<file path="src/rtl/mgc_ace_snoop_initiator.sv">
// ACE snoop initiator: issues one snoop on the AC channel, collects the CR response
// and forwards any CD line data, then reports a completion record.
module mgc_ace_snoop_initiator #(
   parameter int ADDR_WIDTH       = 64,
   parameter int SNOOP_DATA_WIDTH = 128,
   parameter int CACHE_LINE_SIZE  = 6
) (
   input  logic                        ACLK,
   input  logic                        ARESET,
   input  logic                        req_valid,
   output logic                        req_ready,
   input  logic [ADDR_WIDTH-1:0]       req_addr,
   input  logic [3:0]                  req_snoop,
   input  logic [2:0]                  req_prot,
   output logic                        ACVALID,
   input  logic                        ACREADY,
   output logic [ADDR_WIDTH-1:0]       ACADDR,
   output logic [3:0]                  ACSNOOP,
   output logic [2:0]                  ACPROT,
   input  logic                        CRVALID,
   output logic                        CRREADY,
   input  logic [4:0]                  CRRESP,
   input  logic                        CDVALID,
   output logic                        CDREADY,
   input  logic [SNOOP_DATA_WIDTH-1:0] CDDATA,
   input  logic                        CDLAST,
   output logic                        dat_valid,
   input  logic                        dat_ready,
   output logic [SNOOP_DATA_WIDTH-1:0] dat_data,
   output logic                        dat_last,
   output logic                        rsp_valid,
   input  logic                        rsp_ready,
   output logic [4:0]                  rsp_crresp,
   output logic                        rsp_err
);

   // state  | meaning
   // IDLE   | accepting a snoop command
   // AC     | snoop address presented, waiting for ACREADY
   // WAIT   | collecting CR response and CD line beats
   // RESP   | completion record presented, waiting for rsp_ready

   localparam int LINE_BYTES = 1 << CACHE_LINE_SIZE;
   localparam int BUS_BYTES  = SNOOP_DATA_WIDTH / 8;
   localparam int BEATS_RAW  = LINE_BYTES / BUS_BYTES;
   localparam int BEATS      = (BEATS_RAW < 1) ? 1 : BEATS_RAW;
   localparam int CNT_W      = $clog2(BEATS + 1);

   typedef enum logic [1:0] {S_IDLE, S_AC, S_WAIT, S_RESP} state_t;

   state_t             state;
   logic [4:0]         crresp_q;
   logic [CNT_W-1:0]   beat_cnt;
   logic               data_done;
   logic               err_q;

   logic               cd_elig;
   logic               cr_hs;
   logic               cd_hs;
   logic               cr_done;
   logic               resp0_now;
   logic               late_beat;
   logic               bad_last;
   logic [CNT_W-1:0]   count_nxt;
   logic               done_nxt;
   logic               wait_exit;

   assign req_ready  = (state == S_IDLE) && !ARESET;
   assign cd_elig    = (state == S_WAIT) && !data_done && !ARESET;
   assign CDREADY    = cd_elig && dat_ready;
   assign dat_valid  = cd_elig && CDVALID;
   assign dat_data   = cd_elig ? CDDATA : '0;
   assign dat_last   = cd_elig && CDLAST;
   assign rsp_crresp = crresp_q;
   assign rsp_err    = err_q;

   assign cr_hs     = CRVALID && CRREADY;
   assign cd_hs     = CDVALID && CDREADY;
   assign cr_done   = (state == S_WAIT) && !CRREADY;
   assign resp0_now = cr_hs ? CRRESP[0] : crresp_q[0];
   // a beat arriving after a no-data response was captured is a protocol error
   assign late_beat = cd_hs && cr_done && !crresp_q[0];
   assign bad_last  = cd_hs && (CDLAST != (beat_cnt == CNT_W'(BEATS - 1)));
   assign count_nxt = beat_cnt + CNT_W'(cd_hs);
   assign done_nxt  = data_done || late_beat || (cd_hs && (count_nxt == CNT_W'(BEATS)));
   assign wait_exit = (state == S_WAIT) && (cr_done || cr_hs) &&
                      (resp0_now ? done_nxt : ((count_nxt == '0) || done_nxt));

   always_ff @(posedge ACLK) begin
      if (ARESET) begin
         state     <= S_IDLE;
         ACVALID   <= 1'b0;
         ACADDR    <= '0;
         ACSNOOP   <= '0;
         ACPROT    <= '0;
         CRREADY   <= 1'b0;
         crresp_q  <= '0;
         beat_cnt  <= '0;
         data_done <= 1'b0;
         err_q     <= 1'b0;
         rsp_valid <= 1'b0;
      end else begin
         case (state)
            S_IDLE: begin
               if (req_valid) begin
                  ACADDR   <= req_addr;
                  ACSNOOP  <= req_snoop;
                  ACPROT   <= req_prot;
                  ACVALID  <= 1'b1;
                  beat_cnt <= '0;
                  state    <= S_AC;
               end
            end
            S_AC: begin
               if (ACREADY) begin
                  ACVALID   <= 1'b0;
                  CRREADY   <= 1'b1;
                  data_done <= 1'b0;
                  state     <= S_WAIT;
               end
            end
            S_WAIT: begin
               beat_cnt  <= count_nxt;
               data_done <= done_nxt;
               if (cr_hs) begin
                  crresp_q <= CRRESP;
                  CRREADY  <= 1'b0;
               end
               if (late_beat || bad_last)
                  err_q <= 1'b1;
               if (wait_exit) begin
                  CRREADY   <= 1'b0;
                  rsp_valid <= 1'b1;
                  state     <= S_RESP;
               end
            end
            S_RESP: begin
               if (rsp_ready) begin
                  rsp_valid <= 1'b0;
                  err_q     <= 1'b0;
                  state     <= S_IDLE;
               end
            end
            default: state <= S_IDLE;
         endcase
      end
   end

endmodule

</file>
<file path="config.mk">
export PLATFORM = sky130hd
export DESIGN_NAME = mgc_ace_snoop_initiator
export DESIGN_NICKNAME = d
export VERILOG_FILES = /design/src/rtl/mgc_ace_snoop_initiator.sv
export SDC_FILE = /design/constraint.sdc
export NUM_CORES = 1
export LEC_CHECK = 0
export ABC_AREA = 1
export BUFFER_PORTS_ARGS = -buffer_cell sky130_fd_sc_hd__buf_2
export CAP_MARGIN = 20
export CORE_AREA = 2 2 167 169
export DETAILED_ROUTE_END_ITERATION = 16
export DIE_AREA = 0 0 169 171
export GPL_TIMING_DRIVEN = 0
export PLACE_DENSITY = 0.43
export SLEW_MARGIN = 5
export SYNTH_ARGS = -nofsm -noshare
export SYNTH_HDL_FRONTEND = slang
export SYNTH_SLANG_ARGS = --single-unit
export TNS_END_PERCENT = 100
</file>
<file path="constraint.sdc">
create_clock -name ACLK -period 2.55 [get_ports ACLK]
set_clock_uncertainty 0.2 [all_clocks]
set_input_delay 0.255 -clock ACLK [delete_from_list [all_inputs] [get_ports ACLK]]
set_output_delay 0.255 -clock ACLK [all_outputs]
set_load 0.005 [all_outputs]
</file>
==> impl_metrics.ini <==
[worst_setup_path]
endpoint = dat_data[65]
path_common_cell = buf_2
cp.depth = 8
crit_chain = inv_4, ha_1, buf_6, nand2_1, clkbuf_4, buf_2, nor2_1, buf_2
crit_required_ns = 2.10
crit_path_start = state[0]$_SDFFE_PP0P_
r2r_cells = 18
path_class = reg -> out
path_buf_inv = 5
reg2reg_from = state[0]$_SDFFE_PP0P_
arrival_ns = 1.96
reg2reg_to = state[0]$_SDFFE_PP0P_
rrSetupSlack_ns = 0.22
crit_fanout = 10
critPathTopFamily = buffers and inverters
worstSetupStartpointType = flip-flop
critPathMaxStageDelay_ns = 0.36
critPathSlowestCell = dfxtp_4
crit_path_end_kind = primary output

[logic_synthesis]
synth_top_family_by_area = simple AND/OR/NAND/NOR gates
synth_compound_area_frac = 0.114
ys_seq_area_frac = 0.395
synth_xor_area_frac = 0.00201
synthMuxAreaShare = 0
syn_inst = 712
synth_fa_ha_area_frac = 0.0201
ys_ff_latch = 86
yosys_warnings = 0
synth_area_leader_cell = dfxtp_1
synth_fp_nets = 932
yosysUniqueCellTypes = 25
synthDominantCellAreaShare = 0.395
yosys.area_share.simple = 0.299
synthTopCellsByArea = dfxtp_1 (39%), nor2_1 (24%), inv_1 (13%)
syn_area_um2 = 4360
postSynthAreaPerCell_um2 = 6.12

[drt]
wl_met2_mm = 13.6
drt-pass1-iter-count = 4
first_iter_violations = 187
routedLengthMet1_mm = 9.74
wl_met3_mm = 2.40
wirelength_mm = 26.4
vias = 6117
vias_per_cell = 3.88
highest_layer = met5
ant_nets = 0
drc = 0
wire_per_inst_um = 16.7

[global_route]
grt_max_degree = 15
antenna_found_initial = 16
grt_overflow_total = 0
grt_pass1_wl_mm = 36.7
grt_use_total = 0.173
first_global_vias = 5912

[layout]
fillers = 3132
nets = 1445
drive_gt1_frac = 0.390
layoutNonFillerInstCount = 1578
mostFrequentLayoutCell = buf_2
finish.instance_area_um2 = 8060
area_delta_synth_final_pct = 84.7
final_cell_mix = buf_2 (437), nor2_1 (277), inv_1 (149)

[clocking]
clockBufferDepth = 2
htree_levels = 3
clkTransAtPathRegs_ns = 0.06
clock-sinks = 86
cts_buffers = 9
ctsRootBufferMaster = clkbuf_16
clk_latency_ns = 0.34
cts_tree = yes

[place]
dpl-instance-area_um2 = 6920
dp_hpwl_mm = 22.3
io_buffers = 424
gp_congestion = 0.829
placedCellCount = 1482

[floorplanning]
coreArea_um2 = 27300
start_util = 0.160
num_io_pins = 425
fp.dieH_um = 171
dieArea_um2 = 28900
num_rows = 61
die_w_um = 169

[sta]
hold_violations = 0
period_share = 0.946
drv_slew = 0
rsz0062_at_grt = yes
setup_violations = 0
fmax_mhz = 415
fin_crit_ns = 2.41
worst_pin_slew_ns = 0.549
relSlewSlack = 0.634

[pwr]
p_leak_uw = 0.00482
ir_worst_vdd_uv = 428
power_density_nw_per_um2 = 700

[run]
maxCapViolCount = 0

[outcome]
outcome = finished, final reports clean

[worst_hold_path]
hold_class = in -> reg
kinds of logic after synthesis:
family          count (synthesis)
buf+inv                       191
simple gates                  329
fa+ha+maj                       7
flops                          86
xor+xnor                        1
compound gates                 98
worst reg2reg max path, cell delays in order (launching register included):
cell and delay [ns]:
dfxtp_4 0.36, inv_4 0.06, ha_1 0.15, buf_6 0.12, nand3_4 0.09, nor2_4 0.16, ha_4 0.15, ha_4 0.20
nor2_4 0.08, nand3_1 0.07, nand2_1 0.07, nand2_2 0.07, nand3_2 0.08, nand2_4 0.07, nand2_4 0.08, nand3_2 0.07
nand2_1 0.07, inv_1 0.04, nor2_1 0.08
worst min-delay path by stage:
stage | from | slack (ns) | endpoint | cells after the start
final | CRRESP[0] | 0.02 | rsp_crresp[0]$_SDFFE_PP0P_ | 3
after global routing | req_addr[43] | 0.04 | ACADDR[43]$_SDFFE_PP0P_ | 3
after CTS | CRRESP[0] | 0.002 | rsp_crresp[0]$_SDFFE_PP0P_ | 3
after detailed placement | rsp_crresp[4]$_SDFFE_PP0P_ | 0.24 | rsp_crresp[4]$_SDFFE_PP0P_ | 2
after global placement | rsp_crresp[3]$_SDFFE_PP0P_ | 0.23 | rsp_crresp[3]$_SDFFE_PP0P_ | 2
after floorplan | ARESET | 0.12 | beat_cnt[0]$_SDFFE_PP0P_ | 1
synthesized netlist by cell type, drive strengths merged:
cell type and number:
clkbuf 20, nand4 3, nand2 28, o211ai 1
a21oi 18, buf 18, nand3 12, nor2 286
o21ai 78, inv 152, dfxtp 86, ha 7
xor2 1, clkinv 1, a211oi 1
power by group:
group | switching (uW) | leakage (uW) | internal (uW)
sequential | 191 | 0.000710 | 1720
combinational | 1380 | 0.00398 | 1010
clock | 573 | 0.000135 | 757
total | 2150 | 0.00482 | 3490
through the flow:
step / setup TNS, ns / hold WS (ns) / setup WS [ns] / util / power (uW)
3_3_place_gp: -0.0737 / 0.231 / -0.0243 / 0.253 / 4230
6_report: 0 / 0.0165 / 0.138 / 0.295 / 5630
2_1_floorplan: 0 / 0.124 / 0.197 / - / 3070
3_5_place_dp: -0.105 / 0.238 / -0.0394 / 0.253 / 4240
4_1_cts: 0 / 0.00214 / 0.0271 / 0.292 / 5720
5_1_grt: -0.0190 / 0.0352 / -0.0190 / 0.295 / 6100
metal layers:
layer	GRT usage	vias up
li1	-	3117
met1	0.174	2688
met2	0.322	246
met3	0.0719	50
met4	0.0598	16
met5	0	-
final cells by class:
| type | count | area [um2] | area share |
|---|---|---|---|
| clock buffers | 10 | 229 | 0.0284 |
| repair buffers | 502 | 2900 | 0.359 |
| plain buffers | 38 | 175 | 0.0217 |
| diodes | 3 | 7.51 | 0.000932 |
| clock inverters | 5 | 58.8 | 0.00730 |
| flip-flops and latches | 86 | 1730 | 0.214 |
| multi-input cells | 435 | 1950 | 0.242 |
| well taps | 346 | 433 | 0.0537 |
| inverters | 153 | 579 | 0.0719 |
sequential cells by signal (all words and copies together), names as in the netlist:
signal / flops
ACADDR: 64
ACPROT: 3
ACSNOOP: 4
ACVALID: 1
CRREADY: 1
beat_cnt: 3
data_done: 1
rsp_crresp: 5
rsp_err: 1
rsp_valid: 1
state: 2
timing repair:
action,CTS,global route
endpoints found under the hold margin,76,0
resized for setup,10,11
endpoints found under the setup margin,108,13
pin swaps,0,2
buffers inserted,1,2
hold buffers,75,0
Note: power is estimated with default switching activity, not from simulation.
